### src/rtl/random_matrix_bank.sv
// rtl/random_matrix_bank.sv - multi-slot matrix buffer bank filled with LFSR-random, constant or diagonal values
module random_matrix_bank #(
  parameter int                WIDTH   = 8,
  parameter int                MAX_DIM = 5,
  parameter int                SLOTS   = 2,
  parameter int                LFSR_W  = 16,
  parameter logic [LFSR_W-1:0] SEED    = 16'hACE1,
  localparam int N2 = MAX_DIM * MAX_DIM,
  localparam int DW = $clog2(MAX_DIM + 1),
  localparam int SW = (SLOTS > 1) ? $clog2(SLOTS) : 1,
  localparam int AW = $clog2(N2)
) (
  input  logic              clk,
  input  logic              rst_n,
  input  logic              start,
  input  logic [1:0]        mode,
  input  logic [SW-1:0]     slot,
  input  logic [DW-1:0]     row,
  input  logic [DW-1:0]     col,
  input  logic [WIDTH-1:0]  min_val,
  input  logic [WIDTH-1:0]  max_val,
  input  logic              seed_load,
  input  logic [LFSR_W-1:0] seed_val,
  output logic              busy,
  output logic              done,
  input  logic [SW-1:0]     rd_slot,
  input  logic [AW-1:0]     rd_addr,
  output logic [WIDTH-1:0]  rd_data,
  output logic [DW-1:0]     rd_rows,
  output logic [DW-1:0]     rd_cols
);

  localparam logic [0:0]        IDLE     = 1'b0;
  localparam logic [0:0]        FILL     = 1'b1;
  localparam int                PW       = 2 * WIDTH + 1;
  localparam logic [LFSR_W-1:0] MASK     = LFSR_W'(16'hB400);
  localparam logic [AW-1:0]     LAST_IDX = AW'(N2 - 1);
  localparam logic [DW-1:0]     DIM_MAX  = DW'(MAX_DIM);
  localparam logic [DW-1:0]     COL_LAST = DW'(MAX_DIM - 1);
  localparam logic [SW:0]       SLOT_LIM = (SW + 1)'(SLOTS);
  localparam logic [AW:0]       ADDR_LIM = (AW + 1)'(N2);

  logic [0:0]        state;
  logic [AW-1:0]     idx;
  logic [DW-1:0]     r_cnt, c_cnt, cur_rows, cur_cols;
  logic [SW-1:0]     cur_slot;
  logic [1:0]        cur_mode;
  logic [WIDTH-1:0]  lo, hi;
  logic [LFSR_W-1:0] lfsr, lfsr_next;
  logic [WIDTH-1:0]  mem [SLOTS][N2];
  logic [DW-1:0]     dim_rows [SLOTS];
  logic [DW-1:0]     dim_cols [SLOTS];
  logic [DW-1:0]     row_clamp, col_clamp;
  logic [WIDTH:0]    span;
  logic [WIDTH-1:0]  rand_val, elem;
  logic              elem_valid, start_slot_ok, cur_slot_ok, rd_ok;

  function automatic logic [DW-1:0] clamp_dim(input logic [DW-1:0] d);
    if (d == '0) return DW'(1);
    if (d > DIM_MAX) return DIM_MAX;
    return d;
  endfunction

  assign busy      = (state == FILL);
  assign row_clamp = clamp_dim(row);
  assign col_clamp = clamp_dim(col);
  assign lfsr_next = {1'b0, lfsr[LFSR_W-1:1]} ^ (lfsr[0] ? MASK : '0);

  assign start_slot_ok = {1'b0, slot} < SLOT_LIM;
  assign cur_slot_ok   = {1'b0, cur_slot} < SLOT_LIM;
  assign rd_ok         = ({1'b0, rd_slot} < SLOT_LIM) && ({1'b0, rd_addr} < ADDR_LIM);

  // Scaling the raw LFSR bits by the span keeps every value inside [lo,hi] without a modulo.
  always_comb begin
    span       = {1'b0, hi} - {1'b0, lo} + (WIDTH + 1)'(1);
    rand_val   = lo + WIDTH'((PW'(lfsr[WIDTH-1:0]) * PW'(span)) >> WIDTH);
    elem_valid = (r_cnt < cur_rows) && (c_cnt < cur_cols);
    case (cur_mode)
      2'd1:    elem = lo;
      2'd2:    elem = (r_cnt == c_cnt) ? lo : '0;
      default: elem = rand_val;
    endcase
    if (!elem_valid) elem = '0;
  end

  always_ff @(posedge clk or negedge rst_n) begin
    if (!rst_n) begin
      state    <= IDLE;
      done     <= 1'b0;
      idx      <= '0;
      r_cnt    <= '0;
      c_cnt    <= '0;
      cur_rows <= '0;
      cur_cols <= '0;
      cur_slot <= '0;
      cur_mode <= '0;
      lo       <= '0;
      hi       <= '0;
      lfsr     <= SEED;
    end else begin
      done <= 1'b0;
      case (state)
        IDLE: begin
          if (start) begin
            cur_slot <= slot;
            cur_mode <= mode;
            cur_rows <= row_clamp;
            cur_cols <= col_clamp;
            lo       <= (min_val <= max_val) ? min_val : max_val;
            hi       <= (min_val <= max_val) ? max_val : min_val;
            idx      <= '0;
            r_cnt    <= '0;
            c_cnt    <= '0;
            state    <= FILL;
          end else if (seed_load) begin
            lfsr <= (seed_val == '0) ? SEED : seed_val;
          end
        end
        FILL: begin
          lfsr <= lfsr_next;
          idx  <= idx + AW'(1);
          if (c_cnt == COL_LAST) begin
            c_cnt <= '0;
            r_cnt <= r_cnt + DW'(1);
          end else begin
            c_cnt <= c_cnt + DW'(1);
          end
          if (idx == LAST_IDX) begin
            state <= IDLE;
            done  <= 1'b1;
          end
        end
        default: state <= IDLE;
      endcase
    end
  end

  always_ff @(posedge clk or negedge rst_n) begin
    if (!rst_n) begin
      for (int s = 0; s < SLOTS; s++) begin
        dim_rows[s] <= '0;
        dim_cols[s] <= '0;
        for (int i = 0; i < N2; i++) mem[s][i] <= '0;
      end
    end else begin
      if (state == IDLE && start && start_slot_ok) begin
        dim_rows[slot] <= row_clamp;
        dim_cols[slot] <= col_clamp;
      end
      if (state == FILL && cur_slot_ok) mem[cur_slot][idx] <= elem;
    end
  end

  always_ff @(posedge clk or negedge rst_n) begin
    if (!rst_n) begin
      rd_data <= '0;
      rd_rows <= '0;
      rd_cols <= '0;
    end else if (rd_ok) begin
      rd_data <= mem[rd_slot][rd_addr];
      rd_rows <= dim_rows[rd_slot];
      rd_cols <= dim_cols[rd_slot];
    end else begin
      rd_data <= '0;
      rd_rows <= '0;
      rd_cols <= '0;
    end
  end

endmodule

### config.mk
export PLATFORM = sky130hd
export DESIGN_NAME = random_matrix_bank
export DESIGN_NICKNAME = d
export VERILOG_FILES = /design/src/rtl/random_matrix_bank.sv
export SDC_FILE = /design/constraint.sdc
export NUM_CORES = 1
export LEC_CHECK = 0
export BUFFER_PORTS_ARGS = -buffer_cell sky130_fd_sc_hd__buf_2
export CAP_MARGIN = 20
export CORE_UTILIZATION = 57
export CTS_CLUSTER_DIAMETER = 40
export DETAILED_ROUTE_END_ITERATION = 8
export PLACE_DENSITY = 0.89
export SYNTH_ARGS = -nofsm -noshare
export SYNTH_HDL_FRONTEND = slang
export SYNTH_SLANG_ARGS = --single-unit
### constraint.sdc
create_clock -name clk -period 7.83 [get_ports clk]
set_clock_uncertainty 0.1 [all_clocks]
set_input_delay 2.349 -clock clk [delete_from_list [all_inputs] [get_ports clk]]
set_output_delay 2.349 -clock clk [all_outputs]
set_load 0.02 [all_outputs]
# Word level (Yosys, flattened, before mapping)
# Cells that the tools add are included.
# op_classes
add_sub_neg	6
multipliers	1
order_cmp	14
n_eq_ne	9
mux	60
bitwise_logic	7
reduce_logical	11
# ops
cell	count
2-to-1 mux 200 bit	4
bitwise mux 400 bit	1
demux 200 bit (select 1 bit)	1
2-to-1 mux 16 bit	4
2-to-1 mux 8 bit	8
2-to-1 mux 3 bit	20
binary-select mux 8 bit (select 5 bit)	1
demux 8 bit (select 5 bit)	1
case mux 16 bit (2 select lines)	1
zero test 16 bit	1
multiplier 8 x 9 -> 16 bit	1
case mux 8 bit (2 select lines)	1
XOR 15 x 16 -> 16 bit	1
bitwise mux 6 bit	2
>= comparator 6 bit, second input constant	2
NOT 5 -> 6 bit	2
case mux 3 bit (2 select lines)	2
2-to-1 mux 1 bit	10
case mux 5 bit (2 select lines)	1
adder 9 x 1 -> 9 bit, second input constant	1
subtractor 8 x 8 -> 9 bit	1
adder 8 bit	1
less-or-equal comparator 8 bit	1
adder 3 x 1 -> 3 bit, second input constant	2
22 further kinds	38
# word_totals
register_bits	480
input_bits	51
output_inout_bits	16
wordCells	177

# Logic depth before layout (Yosys ltp)
# logic_depth
ltp_word	8
mapped_depth	31
depth_no_buf	30

# Worst setup path before layout
# Ideal clock, no wire load.
# synth_path
path_kind	register -> register
startpoint	reg lo[1]
endpoint	reg mem[103] (netlist name)
setup_time_ns	0.074
arrival_time_ns	7.412
t_required_ns	7.656
setup_slack_ns	0.244
path_stages_with_launch	31
n_path_buf	1
synth_period_minus_slack_ns	7.586
cell_sequence	dfrtp_1 -> ha_1 -> inv_1 -> ha_1 -> fa_1 -> a21o_1 -> a21oi_1 -> o21bai_1 -> a21oi_1 -> xnor2_1 -> and2_1 -> fa_1 -> fa_1 -> fa_1 -> inv_1 -> fa_1 -> inv_1 -> ha_1 -> nand2_1 -> o31ai_1 -> a21oi_1 -> o21bai_1 -> xor2_1 -> ha_1 -> nor2b_1 -> a311o_1 -> a31oi_1 -> xnor2_1 -> xnor3_2 -> buf_6 -> o21ai_2
# synth_between
elab_chain_cells	7
# synth_rtl
item	line_no	rtl
start, declared	48	logic [WIDTH-1:0] lo, hi;
start signal, assigned	109	lo <= (min_val <= max_val) ? min_val : max_val;
subtractor 8 x 8 -> 9 bit	75	span = {1'b0, hi} - {1'b0, lo} + (WIDTH + 1)'(1);
adder 9 x 1 -> 9 bit	75	
multiplier 8 x 9 -> 16 bit	76	rand_val = lo + WIDTH'((PW'(lfsr[WIDTH-1:0]) * PW'(span)) >> WIDTH);
adder 8 bit (*)	76	
case mux 8 bit (2 select lines) (*)	78	case (cur_mode)
2-to-1 mux 8 bit (*)	83	if (!elem_valid) elem = '0;
bitwise mux 400 bit (*)	150	if (state == FILL && cur_slot_ok) mem[cur_slot][idx] <= elem;
end signal, assigned by index	150	
end, declared	50	logic [WIDTH-1:0] mem [SLOTS][N2];
# Every way passes the cells marked *; elsewhere a longest branch is shown, timed or not.
# A chain may end at the register's enable or synchronous reset.

# Worst setup path in the final report
# layout_path
startpoint	reg lo[1]
endpoint	reg mem[390] (netlist name)
# Same word-level chain as after synthesis.

==> parameters.txt <==
Parameter                              Value

Status
  Outcome ... finished clean

Placement
  Detailed placer's ending HPWL ... 40.02 mm
  Final weighted congestion of routability-driven global placement ... 0.8863
  Port Buffers ... 66

Floorplanning
  Std cell rows ... 76
  Initial cell density of the core ... 58.09%
  Area of the placeable core ... 43270 sq um
  Height of the die ... 212.0 microns
  Width of the die ... 212.0 microns
  Number of primary I/O pins ... 67
  DIE AREA ... 44930 sq um

Finish
  Multi-input combinational cell area ... 12150 sq um
  # fillers ... 2958
  Area growth from synthesis to layout ... 12.29%
  Area taken by flip-flops and latches ... 12020 sq um
  Antenna diode count ... 0
  Final core utilization ... 65.22%
  Fin nets ... 2584
  Share of final-layout standard cells stronger than drive strength 1 ... 16.92%

Setup path
  Crit path max-delay cell type ... sky130_fd_sc_hd__fa_1
  CP required ... 8.22 ns
  Critical Setup Path Class ... reg2reg
  Kind of start point of the critical path ... flop
  Number of cells traversed by the worst register-to-register path ... 31
  Data arrival at the endpoint of the critical path ... 8.14 ns
  Most used cell, CP ... sky130_fd_sc_hd__fa_1
  CP max stage delay ... 0.51 ns
  Critical path fanouts, max ... 25
  Endpoint kind of the worst setup timing path ... flop

STA
  Pin slew with the least headroom to its limit ... 1.137 ns
  Total setup violations reported at the end of the flow ... 0
  F_max ... 129.1 MHz
  Setup TNS ... 0 ns
  Hold Violations, Final ... 0
  Share of the cycle needed by the critical path after routing ... 98.91%
  Count of pins over their slew limit ... 0
  Relative max-transition margin ... 23.93%
  Crit path time final ... 7.745 ns

Synthesis
  Flip-flop cell with the highest count after synthesis ... sky130_fd_sc_hd__dfrtp_1
  Ranking of synthesized cells by instance count ... 487 x sky130_fd_sc_hd__nand2_1, 472 x sky130_fd_sc_hd__dfrtp_1, 394 x sky130_fd_sc_hd__o21ai_0
  Synthesis Warnings ... 0
  Proportion of netlist area held by the largest area contributor ... 47.00%
  Number of instances in the synthesized netlist ... 2427
  Flip-flop and latch count after synthesis ... 480
  Synthesized area divided by synthesized cell count ... 10.36 sq um
  Number of library cell types mapped by synthesis ... 57
  Most instantiated library cell after synthesis ... sky130_fd_sc_hd__nand2_1
  Share of synthesized registers carrying an async set or reset ... 100.0%
  Library cell with the largest summed area after synthesis ... sky130_fd_sc_hd__dfrtp_1
  Mapped Area ... 25130 sq um
  Cells taking the most area after synthesis ... sky130_fd_sc_hd__dfrtp_1 47%, sky130_fd_sc_hd__mux4_2 9.3%, sky130_fd_sc_hd__o21ai_0 7.8%, sky130_fd_sc_hd__nand2_1 7.3%, sky130_fd_sc_hd__mux2i_1 4.0%
  EDFF count, synth ... 0
  Fraction of the yosys area taken by sequential cells ... 47.83%
  Mapped Nets ... 2595

Detailed routing
  Count of routing violations after the opening detailed-route iteration ... 2585
  Wire per inst ... 21.93 microns
  Residual DRC ... 0
  Remaining antenna violation count ... 0
  Total wire length after detailed routing ... 66.86 mm
  Vias per std cell ... 6.435
  Number of detailed-routing iterations run before antenna repair ... 7
  Number of vias in the routed layout ... 19620

CTS
  CTS sink cnt ... 480
  CTS root buffer ... sky130_fd_sc_hd__clkbuf_16
  Total of hold buffers inserted after clock tree synthesis ... 0
  Worst-Skew Late Latency ... 0.64 ns
  CTS max path bufs ... 3
  TritonCTS clock tree ... done
  Total CTS buffers ... 59
  Number of H-tree levels ... 2
  Clk slew on worst S/H paths ... 0.07 ns

Global routing
  Vias in the first global route ... 19670
  Global-route wire length before repair ... 103.6 mm
  Largest net degree at the start of global routing ... 195
  Global route overflow ... 0
  Global-route usage over all layers ... 29.45%
  Number of antenna violations at the first check in global routing ... 0

Flow run
  Max-Cap Viols ... 0

Worst hold path
  Number of instances on the worst hold path ... 2
  Min-delay worst type ... reg2reg
[repair_timing]
item	4_1_cts	5_1_grt
setup endpoints to repair	50	185
setup buffers	0	7
gates cloned	1	7
pin swaps	2	18
resized for setup	3	25
[critical path: cells and delay by family (launching register included)]
| family | cells | cell delay [ns] |
|---|---|---|
| and+or+nand+nor | 5 | 0.74 |
| DFF | 1 | 0.38 |
| AOI/OAI and AO/OA | 8 | 1.38 |
| buffers and inverters | 6 | 0.75 |
| xor gates and xnor gates | 2 | 0.42 |
| adders and majority gates | 10 | 3.82 |
[registers in the layout, indices dropped and copies added, names as in the netlist, 2 cells and up]
signal and count:
cur_rows 3, hi 8, lfsr 16, idx 5, dim_cols 6, c_cnt 3, lo 8, cur_cols 3
mem 400, dim_rows 6, rd_rows 3, r_cnt 3, rd_data 8, cur_mode 2, rd_cols 3
[layout by cell type (no fill, tap or decap), types with 6 or more instances in the layout]
master                        n
sky130_fd_sc_hd__a211oi_1    20
sky130_fd_sc_hd__a21o_1       9
sky130_fd_sc_hd__a21oi_1     43
sky130_fd_sc_hd__and2_1      51
sky130_fd_sc_hd__and3_1       8
sky130_fd_sc_hd__buf_2       63
sky130_fd_sc_hd__buf_4       36
sky130_fd_sc_hd__clkbuf_16   64
sky130_fd_sc_hd__clkbuf_8    10
sky130_fd_sc_hd__dfrtp_1    472
sky130_fd_sc_hd__dfstp_2      8
sky130_fd_sc_hd__fa_1        41
sky130_fd_sc_hd__ha_1        72
sky130_fd_sc_hd__inv_1       88
sky130_fd_sc_hd__inv_6        9
sky130_fd_sc_hd__mux2i_1    101
sky130_fd_sc_hd__mux4_2     104
sky130_fd_sc_hd__nand2_1    487
sky130_fd_sc_hd__nand2b_1    28
sky130_fd_sc_hd__nand3_1     61
sky130_fd_sc_hd__nor2_1      36
sky130_fd_sc_hd__nor2b_1     15
sky130_fd_sc_hd__nor3_1      25
sky130_fd_sc_hd__nor4_1      12
sky130_fd_sc_hd__o21ai_0    392
sky130_fd_sc_hd__o21ai_2     51
sky130_fd_sc_hd__o221ai_1     9
sky130_fd_sc_hd__o22ai_1      6
sky130_fd_sc_hd__o31ai_1      7
sky130_fd_sc_hd__xnor2_1     19
sky130_fd_sc_hd__xor2_1      10
[cells by family after synthesis]
| kind of cell | synth area share [%] |
|---|---|
| DFF | 47.83 |
| muxes | 13.52 |
| AOI/OAI and AO/OA | 12.97 |
| xor gates and xnor gates | 1.245 |
| buffers and inverters | 4.441 |
| and+or+nand+nor | 12.91 |
| adders and majority gates | 7.080 |
[area by class of cell]
| cell class | count | share of cell area, % |
|---|---|---|
| Inverter | 88 | 1.171 |
| Multi-Input combinational cell | 1672 | 43.06 |
| Tap cell | 585 | 2.594 |
| Timing Repair Buffer | 115 | 3.183 |
| Sequential cell | 480 | 42.60 |
| Clock buffer | 72 | 5.760 |
| Clock inverter | 37 | 1.636 |
[stage by stage]
stage / setup WS [ns] / std cells / hold slack (ns) / cell area [sq um]
2_1_floorplan: 0.2436 / 2427 / 0.3446 / 25130
3_3_place_gp: 0.1208 / 2924 / 0.3561 / 25760
3_5_place_dp: -0.1272 / 2924 / 0.3649 / 25760
4_1_cts: 0.02833 / 3034 / 0.3799 / 27890
5_1_grt: -0.1840 / 3049 / 0.3990 / 28220
6_report: 0.08504 / 3049 / 0.3755 / 28220
[routing by layer]
layer	up-vias	track usage [%]	share of wire [%]
met4	0	14.12	5.1
met1	9733	37.87	36
met3	282	5.746	10
li1	8379	-	-
met5	-	0	0
met2	1226	48.21	49
[path summary, 6_finish.rpt]
check                      slack [ns]              endpoint                  from
min in group asynchronous        1.67   mem[56]$_DFFE_PN0P_                 rst_n
min reg2reg                      0.38  mem[306]$_DFFE_PN0P_  mem[306]$_DFFE_PN0P_
max reg2reg                      0.09  mem[390]$_DFFE_PN0P_     lo[1]$_DFFE_PN0P_
max in group asynchronous        4.42  mem[180]$_DFFE_PN0P_                 rst_n
min                              0.38  mem[306]$_DFFE_PN0P_  mem[306]$_DFFE_PN0P_
max                              0.09  mem[390]$_DFFE_PN0P_     lo[1]$_DFFE_PN0P_
Power is not shown: default switching activity piles up to over one toggle a cycle in this logic, so the estimate is an artifact.
